### config.mk
export PLATFORM = sky130hd
export DESIGN_NAME = pixel_stream_gen
export DESIGN_NICKNAME = d
export VERILOG_FILES = /design/src/rtl/pixel_stream_gen_pkg.sv /design/src/rtl/pixel_stream_gen_raster_timing.sv /design/src/rtl/pixel_stream_gen.sv
export SDC_FILE = /design/constraint.sdc
export NUM_CORES = 1
export LEC_CHECK = 0
export CAP_MARGIN = 0
export CORE_MARGIN = 2
export CORE_UTILIZATION = 53
export CTS_CLUSTER_DIAMETER = 100
export CTS_CLUSTER_SIZE = 30
export DETAILED_ROUTE_END_ITERATION = 8
export MAX_ROUTING_LAYER = met4
export PLACE_DENSITY = 0.8
export SETUP_SLACK_MARGIN = 0.05
export SKIP_LAST_GASP = 1
export SLEW_MARGIN = 10
export SYNTH_ARGS = -nofsm -noshare
export SYNTH_HDL_FRONTEND = slang
export SYNTH_HIERARCHICAL = 1
export SYNTH_SLANG_ARGS = --single-unit
### constraint.sdc
create_clock -name clk -period 2.7 [get_ports clk]
set_input_delay 0.27 -clock clk [delete_from_list [all_inputs] [get_ports clk]]
set_output_delay 0.27 -clock clk [all_outputs]
set_load 0.005 [all_outputs]
### src/rtl/pixel_stream_gen_pkg.sv
// Shared timing constants, state encoding and pipeline record for pixel_stream_gen.
package pixel_stream_gen_pkg;

  localparam int unsigned DEF_H_ACTIVE = 640;
  localparam int unsigned DEF_H_FP     = 16;
  localparam int unsigned DEF_H_SYNC   = 96;
  localparam int unsigned DEF_H_BP     = 48;
  localparam int unsigned DEF_V_ACTIVE = 480;
  localparam int unsigned DEF_V_FP     = 10;
  localparam int unsigned DEF_V_SYNC   = 2;
  localparam int unsigned DEF_V_BP     = 33;

  localparam int unsigned H_TOTAL = DEF_H_ACTIVE + DEF_H_FP + DEF_H_SYNC + DEF_H_BP;
  localparam int unsigned V_TOTAL = DEF_V_ACTIVE + DEF_V_FP + DEF_V_SYNC + DEF_V_BP;

  localparam int unsigned CNT_W  = 13;
  localparam int unsigned ADDR_W = 19;

  typedef enum logic {
    ST_IDLE,
    ST_RUN
  } state_e;

  // Raster attributes carried alongside the frame-buffer read latency.
  typedef struct packed {
    logic             valid;
    logic             hsync;
    logic             vsync;
    logic             frame_start;
    logic [CNT_W-1:0] row;
    logic [CNT_W-1:0] col;
  } pix_ctl_t;

  localparam pix_ctl_t PIX_CTL_IDLE = '{
    valid:       1'b0,
    hsync:       1'b1,
    vsync:       1'b1,
    frame_start: 1'b0,
    row:         '0,
    col:         '0
  };

endpackage

### src/rtl/pixel_stream_gen_raster_timing.sv
// Horizontal/vertical raster counters with sync and active-region decode.
module pixel_stream_gen_raster_timing
  import pixel_stream_gen_pkg::*;
#(
  parameter int unsigned H_ACTIVE = DEF_H_ACTIVE,
  parameter int unsigned H_FP     = DEF_H_FP,
  parameter int unsigned H_SYNC   = DEF_H_SYNC,
  parameter int unsigned H_BP     = DEF_H_BP,
  parameter int unsigned V_ACTIVE = DEF_V_ACTIVE,
  parameter int unsigned V_FP     = DEF_V_FP,
  parameter int unsigned V_SYNC   = DEF_V_SYNC,
  parameter int unsigned V_BP     = DEF_V_BP
) (
  input  logic             clk,
  input  logic             rst_n,
  input  logic             adv,
  output logic [CNT_W-1:0] hc,
  output logic [CNT_W-1:0] vc,
  output logic             active,
  output logic             hsync,
  output logic             vsync,
  output logic             frame_first,
  output logic             frame_last
);

  localparam int unsigned H_TOT = H_ACTIVE + H_FP + H_SYNC + H_BP;
  localparam int unsigned V_TOT = V_ACTIVE + V_FP + V_SYNC + V_BP;

  localparam logic [CNT_W-1:0] H_LAST = CNT_W'(H_TOT - 1);
  localparam logic [CNT_W-1:0] V_LAST = CNT_W'(V_TOT - 1);
  localparam logic [CNT_W-1:0] H_ACT  = CNT_W'(H_ACTIVE);
  localparam logic [CNT_W-1:0] V_ACT  = CNT_W'(V_ACTIVE);
  localparam logic [CNT_W-1:0] HS_BEG = CNT_W'(H_ACTIVE + H_FP);
  localparam logic [CNT_W-1:0] HS_END = CNT_W'(H_ACTIVE + H_FP + H_SYNC - 1);
  localparam logic [CNT_W-1:0] VS_BEG = CNT_W'(V_ACTIVE + V_FP);
  localparam logic [CNT_W-1:0] VS_END = CNT_W'(V_ACTIVE + V_FP + V_SYNC - 1);

  logic [CNT_W-1:0] hc_q, hc_d;
  logic [CNT_W-1:0] vc_q, vc_d;

  // Next raster position: hc wraps into vc, vc wrap returns both to the origin.
  always_comb begin
    hc_d = hc_q;
    vc_d = vc_q;
    if (adv) begin
      if (hc_q == H_LAST) begin
        hc_d = '0;
        vc_d = (vc_q == V_LAST) ? '0 : vc_q + CNT_W'(1);
      end else begin
        hc_d = hc_q + CNT_W'(1);
      end
    end
  end

  // Raster counter registers.
  always_ff @(posedge clk or negedge rst_n) begin
    if (!rst_n) begin
      hc_q <= '0;
      vc_q <= '0;
    end else begin
      hc_q <= hc_d;
      vc_q <= vc_d;
    end
  end

  assign hc          = hc_q;
  assign vc          = vc_q;
  assign active      = (hc_q < H_ACT) && (vc_q < V_ACT);
  assign hsync       = !((hc_q >= HS_BEG) && (hc_q <= HS_END));
  assign vsync       = !((vc_q >= VS_BEG) && (vc_q <= VS_END));
  assign frame_first = (hc_q == '0) && (vc_q == '0);
  assign frame_last  = (hc_q == H_LAST) && (vc_q == V_LAST);

endmodule

### src/rtl/pixel_stream_gen.sv
// Raster-scan pixel streamer: walks a frame buffer linearly and aligns timing
// outputs with the read data. Optional macro PIXEL_STREAM_GEN_TEST_PATTERN_EN
// adds tp_sel to substitute an XOR test pattern for memory data.
module pixel_stream_gen
  import pixel_stream_gen_pkg::*;
#(
  parameter int unsigned H_ACTIVE = DEF_H_ACTIVE,
  parameter int unsigned H_FP     = DEF_H_FP,
  parameter int unsigned H_SYNC   = DEF_H_SYNC,
  parameter int unsigned H_BP     = DEF_H_BP,
  parameter int unsigned V_ACTIVE = DEF_V_ACTIVE,
  parameter int unsigned V_FP     = DEF_V_FP,
  parameter int unsigned V_SYNC   = DEF_V_SYNC,
  parameter int unsigned V_BP     = DEF_V_BP,
  parameter int unsigned MEM_LAT  = 2
) (
  input  logic              clk,
  input  logic              rst_n,
  input  logic              en,
`ifdef PIXEL_STREAM_GEN_TEST_PATTERN_EN
  input  logic              tp_sel,
`endif
  output logic [ADDR_W-1:0] mem_addr,
  input  logic [7:0]        mem_rdata,
  output logic [7:0]        pix,
  output logic [CNT_W-1:0]  row,
  output logic [CNT_W-1:0]  col,
  output logic              valid,
  output logic              hsync,
  output logic              vsync,
  output logic              frame_start
);

  state_e state_q, state_d;

  logic             run;
  logic [CNT_W-1:0] hc, vc;
  logic             active, hsync_r, vsync_r, frame_first, frame_last;

  logic [ADDR_W-1:0] addr_q, addr_d;

  pix_ctl_t pipe_q [MEM_LAT];
  pix_ctl_t pipe_d [MEM_LAT];
  pix_ctl_t out_ctl;

  assign run = (state_q == ST_RUN);

  pixel_stream_gen_raster_timing #(
    .H_ACTIVE (H_ACTIVE),
    .H_FP     (H_FP),
    .H_SYNC   (H_SYNC),
    .H_BP     (H_BP),
    .V_ACTIVE (V_ACTIVE),
    .V_FP     (V_FP),
    .V_SYNC   (V_SYNC),
    .V_BP     (V_BP)
  ) u_raster (
    .clk         (clk),
    .rst_n       (rst_n),
    .adv         (run),
    .hc          (hc),
    .vc          (vc),
    .active      (active),
    .hsync       (hsync_r),
    .vsync       (vsync_r),
    .frame_first (frame_first),
    .frame_last  (frame_last)
  );

  // Stream control: start on en, stop only after the last pixel of a frame.
  always_comb begin
    state_d = state_q;
    case (state_q)
      ST_IDLE: if (en) state_d = ST_RUN;
      ST_RUN:  if (frame_last && !en) state_d = ST_IDLE;
      default: state_d = ST_IDLE;
    endcase
  end

  // Linear read address: bumps on active pixels, holds in blanking, rewinds per frame.
  always_comb begin
    addr_d = addr_q;
    if (!run || frame_last) begin
      addr_d = '0;
    end else if (active) begin
      addr_d = addr_q + ADDR_W'(1);
    end
  end

  // Timing attributes delayed to line up with mem_rdata.
  always_comb begin
    pipe_d[0] = '{
      valid:       run & active,
      hsync:       hsync_r | ~run,
      vsync:       vsync_r | ~run,
      frame_start: run & frame_first,
      row:         vc,
      col:         hc
    };
    for (int unsigned i = 1; i < MEM_LAT; i++) begin
      pipe_d[i] = pipe_q[i-1];
    end
  end

  // State, address and alignment pipeline registers.
  always_ff @(posedge clk or negedge rst_n) begin
    if (!rst_n) begin
      state_q <= ST_IDLE;
      addr_q  <= '0;
      for (int unsigned i = 0; i < MEM_LAT; i++) begin
        pipe_q[i] <= PIX_CTL_IDLE;
      end
    end else begin
      state_q <= state_d;
      addr_q  <= addr_d;
      for (int unsigned i = 0; i < MEM_LAT; i++) begin
        pipe_q[i] <= pipe_d[i];
      end
    end
  end

  assign out_ctl     = pipe_q[MEM_LAT-1];
  assign mem_addr    = addr_q;
  assign row         = out_ctl.row;
  assign col         = out_ctl.col;
  assign valid       = out_ctl.valid;
  assign hsync       = out_ctl.hsync;
  assign vsync       = out_ctl.vsync;
  assign frame_start = out_ctl.frame_start;

  // Pixel source select; blanking always yields zero.
  always_comb begin
    pix = '0;
    if (out_ctl.valid) begin
`ifdef PIXEL_STREAM_GEN_TEST_PATTERN_EN
      pix = tp_sel ? (out_ctl.col[7:0] ^ out_ctl.row[7:0]) : mem_rdata;
`else
      pix = mem_rdata;
`endif
    end
  end

endmodule

## Yosys cells after proc, flatten, opt, wreduce, memory -nomap -nowiden

Index checks and enable logic that the tools add are counted.
W data, S select, Z words.

| word-level totals | value |
|---|---|
| flip-flop bits (word level) | 106 |
| input port bits | 11 |
| output and inout bits | 57 |
| word-level logic and storage cells | 55 |

| operators by class | value |
|---|---|
| add/subtract/negate cells | 3 |
| magnitude comparators | 6 |
| equal/unequal tests | 2 |
| muxes and demuxes | 8 |
| bitwise operators | 5 |
| reductions and logical operators | 15 |

Operators by type and width:

| operator | count |
|---|---|
| $mux W19 | 2 |
| $add A13 B1 Y13 const B | 2 |
| $eq A13 B10 Y1 const B | 2 |
| $logic_not A13 Y1 | 2 |
| $mux W13 | 2 |
| $add A19 B1 Y19 const B | 1 |
| $ge A13 B10 Y1 const B | 1 |
| $ge A13 B9 Y1 const B | 1 |
| $le A13 B10 Y1 const B | 1 |
| $le A13 B9 Y1 const B | 1 |
| $lt A13 B10 Y1 const B | 1 |
| $lt A13 B9 Y1 const B | 1 |
| $mux W8 | 1 |
| $logic_and A1 B1 Y1 | 6 |
| $logic_not A1 Y1 | 4 |
| $and A1 B1 Y1 | 2 |
| $mux W1 | 2 |
| $or A1 B1 Y1 | 2 |
| $pmux W1 S2 | 1 |
| $reduce_and A2 Y1 | 1 |
| $reduce_bool A2 Y1 | 1 |
| $logic_or A1 B1 Y1 | 1 |
| $not A1 Y1 | 1 |

## Longest topological paths before layout

| logic depth | value |
|---|---|
| word-level depth | 5 |
| depth in mapped cells | 9 |
| mapped depth without buffers | 8 |

## Modules after synthesis

The synthesis kept the hierarchy.

By module, submodules not included:

| module | times used | cells each | area each (um^2) | sequential area each (um^2) |
|---|---|---|---|---|
| pixel_stream_gen | 1 | 177 | 2576.2 | 2006.9 |
| pixel_stream_gen_raster_timing | 1 | 163 | 1595.3 | 650.6 |

## Least setup slack after synthesis

No wires, ideal clock.

| timing path | value |
|---|---|
| kind | reg2reg |
| from | reg u_raster.vc_q[9], in the netlist u_raster/vc[9] |
| to | reg addr_q[18], in the netlist mem_addr[18] |
| setup time | 0.127 ns |
| arrival time | 2.119 ns |
| required time | 2.573 ns |
| path slack | 0.454 ns |
| cell stages (with the launch flop) | 9 |
| path buffers | 2 |
| clock period less this slack | 2.246 ns |
| path through | dfrtp_1 > buf_4 > nor4_1 > nand3_1 > nor2_1 > buf_2 > nand3_1 > or4_1 > mux2_1 |

| on the way | value |
|---|---|
| elaborated cells on any way between the ends | 7 |
| those cells by class | 1 x order compare; 1 x eq/ne; 1 x mux; 4 x reduce/logical |

RTL lines:

| element | RTL line | source |
|---|---|---|
| start: declaration | pixel_stream_gen_raster_timing.sv:39 | `logic [CNT_W-1:0] vc_q, vc_d;` |
| start signal: assignment | pixel_stream_gen_raster_timing.sv:62 | `vc_q <= vc_d;` |
| $lt A13 B9 Y1 | pixel_stream_gen_raster_timing.sv:68 | `assign active = (hc_q < H_ACT) && (vc_q < V_ACT);` |
| $logic_and A1 B1 Y1 | pixel_stream_gen_raster_timing.sv:68 |  |
| net active | pixel_stream_gen.sv:38 | `logic active, hsync_r, vsync_r, frame_first, frame_last;` |
| $reduce_bool A2 Y1 (no line) | - |  |
| end signal: assignment | pixel_stream_gen.sv:115 | `addr_q <= addr_d;` |
| end: declaration | pixel_stream_gen.sv:40 | `logic [ADDR_W-1:0] addr_q, addr_d;` |

The timed path passes the listed nets, and every way through them passes these cells.
A chain may end at the register's enable or synchronous reset.

## Worst setup path in the final report

| timing path | value |
|---|---|
| from | reg u_raster.vc_q[10], in the netlist u_raster/vc[10] |
| to | reg addr_q[15], in the netlist mem_addr[15] |

Same word-level chain as after synthesis.

==> metrics.txt <==
crit path kind flop to flop; P&R area growth vs syn 25.1%; CTS H-tree depth 3; Cells after Synth 340; Worst Hold Class input port to async pin; Rel. slew slack approximately two thirds; Yosys top cell by area dfrtp_1; final instance area 0.00522 mm2; row count 32; Worst path top cell family by delay simple AND/OR/NAND/NOR gates; clk root buf clkbuf_8; Setup crit end kind flop; Setup-failing EPs final 0; Die Y 92.7 um; Clock Sink Count 106; Starting DRT DRC Count 198; status finished, final reports clean; critical path depth 8; Setup WS post-layout 291 ps; slowest cell on the critical path dfrtp_1; layout cells sized above 1 10.5%; FF+latch count, synth 106; PwrDens 514 mW/mm2; fin nets 432; Max Cap Viol 0; clock-pin slew on the worst setup and hold paths 90 ps; # fillers 587; Async SR Flop Fraction 100%; P_leak 2.35 nW; Total Power 2.68 mW; DR vias approximately 2.8k; fmax approximately 420 MHz; Warnings, synthesis 6; Post-Syn Nets 356; R2R depth 8; max-slew violations 0; RSZ-0062 raised after global routing false; Overall Global Routing Usage between 20% and 30%; Clk Latency, worst-skew pair 370 ps; maximum buffer depth of the clock tree 2; Post-CTS Setup Bufs 0; port bufs 67; die width 92.7 um; worst slack at placement between 150 and 200 ps; Post-synth EDFFs 0; peak supply drop between 0.3 and 0.4 mV; Initial Util 54.3%; drt first pass iters 4; Final GP Congestion slightly below 0.9; area of the core 0.00769 mm2; WP buf/inv 1; GRT Residual Overflow 0; CP max stage delay just under 500 ps; Synth top area share 61.2%; Num CTS Buffers 9; DRT Wirelength slightly below 8000 um; CP Data Arrival Time 2710 ps; ys flop type dfrtp_1; vias in the first global route 2740; Antenna diodes 0; Synth area leaders dfrtp_1 61%, xnor2_1 2.9%, xor2_1 2.7%; final worst-path cycle share slightly below 90%; syn_area_per_cell approximately 12 um2; most numerous cell in the Yosys netlist dfrtp_1; ANT nets after route 0; sequential area share after synthesis between 60 and 70%; Startpoint Class flop; worst slew pin tran 523 ps; Tmin final 2410 ps; largest net degree at the start of global routing 91; Final Skew ~11 ps; final setup TNS 0 ps; Synth cell types 48; Synth Cell Area 0.00417 mm2; initial antenna violation count 0; TritonCTS clock tree built; die area 0.00860 mm2; critical path peak fanout 11; DRC violations left 0; top-level port count 68; Synth top cells by count 102 x dfrtp_1, 22 x nor2_1, 20 x nand2_1; critical path required time roughly 3000 ps; Fin. Hold Viols 0; worst path cell trace nor4_4 > nand3_1 > nor2_1 > buf_4 > nand4_1 > or4_1 > or3_1 > a21oi_1; WL/cell 15.2 um; Area after DPL 0.00498 mm2; HPWL Detailed 5530 um; first-pass GRT wire length 13200 um; vias per std cell ~5.4
[routing by layer]
metal	vias to the layer above	part of all wire (%)	track usage [%]
li1	1332	-	-
met3	9	4.8	4.07
met2	77	49	32.2
met1	1408	44	26.7
met5	-	0	-
met4	0	1.6	8.09
[layout by cell type (no fill, tap or decap), types with 2 or more instances in the layout]
cell / instances
a211oi_1: 3
a21oi_1: 8
and2_1: 12
and3_1: 3
and4_1: 4
buf_4: 7
bufinv_16: 2
clkbuf_1: 3
clkbuf_8: 9
clkdlybuf4s50_1: 66
dfrtp_1: 102
dfstp_2: 4
ha_1: 5
inv_1: 17
mux2i_1: 5
nand2_1: 20
nand2b_1: 4
nand3_1: 16
nand4_1: 12
nand4_2: 3
nor2_1: 22
nor2b_1: 2
nor3_1: 8
nor3b_1: 3
nor4_1: 8
nor4_2: 5
nor4_4: 2
o21ai_0: 9
or3_1: 5
or3_2: 2
or4_1: 4
xnor2_1: 14
xor2_1: 13
[power by group]
part | total (mW) | switching, mW | internal (mW)
registers | 1.59 | 0 | 1.59
clock network | 1.03 | 0.503 | 0.527
logic | 0.0643 | 0.0350 | 0.0293
total | 2.68 | 0.538 | 2.14
[final cells by class]
type                            count  area [um2]  share of cell area [%]
Timing Repair Buffer               75         743                    14.2
Sequential cell                   106        2660                    50.9
Inverter                           17        63.8                    1.22
Clock buffer                       12         135                    2.59
Clock inverter                      4        76.3                    1.46
Multi-Input combinational cell    207        1420                    27.1
Tap cell                          102         128                    2.44
[what timing repair did]
action                     CTS  global route
hold buffers                 1             0
resized for setup            0             3
setup endpoints to repair    0             2
hold endpoints to repair    16             0
[state kept, by name, summed over array words and instances, names as in the netlist, 13 cells and up]
signal,flops
u_raster/vc,13
mem_addr,19
col,13
u_raster/hc,13
pipe_d,30
row,13
[cell families after synthesis]
| family | share of synthesized area [%] |
|---|---|
| adder cells (fa/ha/maj) | 1.50 |
| multiplexers | 1.47 |
| XOR/XNOR | 5.67 |
| buffers and inverters | 2.85 |
| AND/OR/NAND/NOR | 20.8 |
| flip-flops | 63.7 |
| AO/OA/AOI/OAI | 3.96 |
[per-stage QoR]
step	utilization [%]	cells	hold WS [ps]
finish	67.9	523	316
global route	67.9	523	337
CTS	67.6	523	309
detailed placement	64.7	506	154
global placement	64.7	506	149
floorplan	-	340	-25.6
[final timing paths]
kind	from	endpoint	slack [ps]
setup reg to reg	u_raster/vc[10]$_DFFE_PN0P_	mem_addr[15]$_DFFE_PN0P_	290
setup / recovery	u_raster/vc[10]$_DFFE_PN0P_	mem_addr[15]$_DFFE_PN0P_	290
hold reg to reg	pipe_d[26]$_DFF_PN0_	frame_start$_DFF_PN0_	340
min in group clk	pipe_d[26]$_DFF_PN0_	frame_start$_DFF_PN0_	340
max in group asynchronous	rst_n	hsync$_DFF_PN1_	1650
hold / removal	rst_n	row[11]$_DFF_PN0_	320
Power figures use the tool's default switching activity.
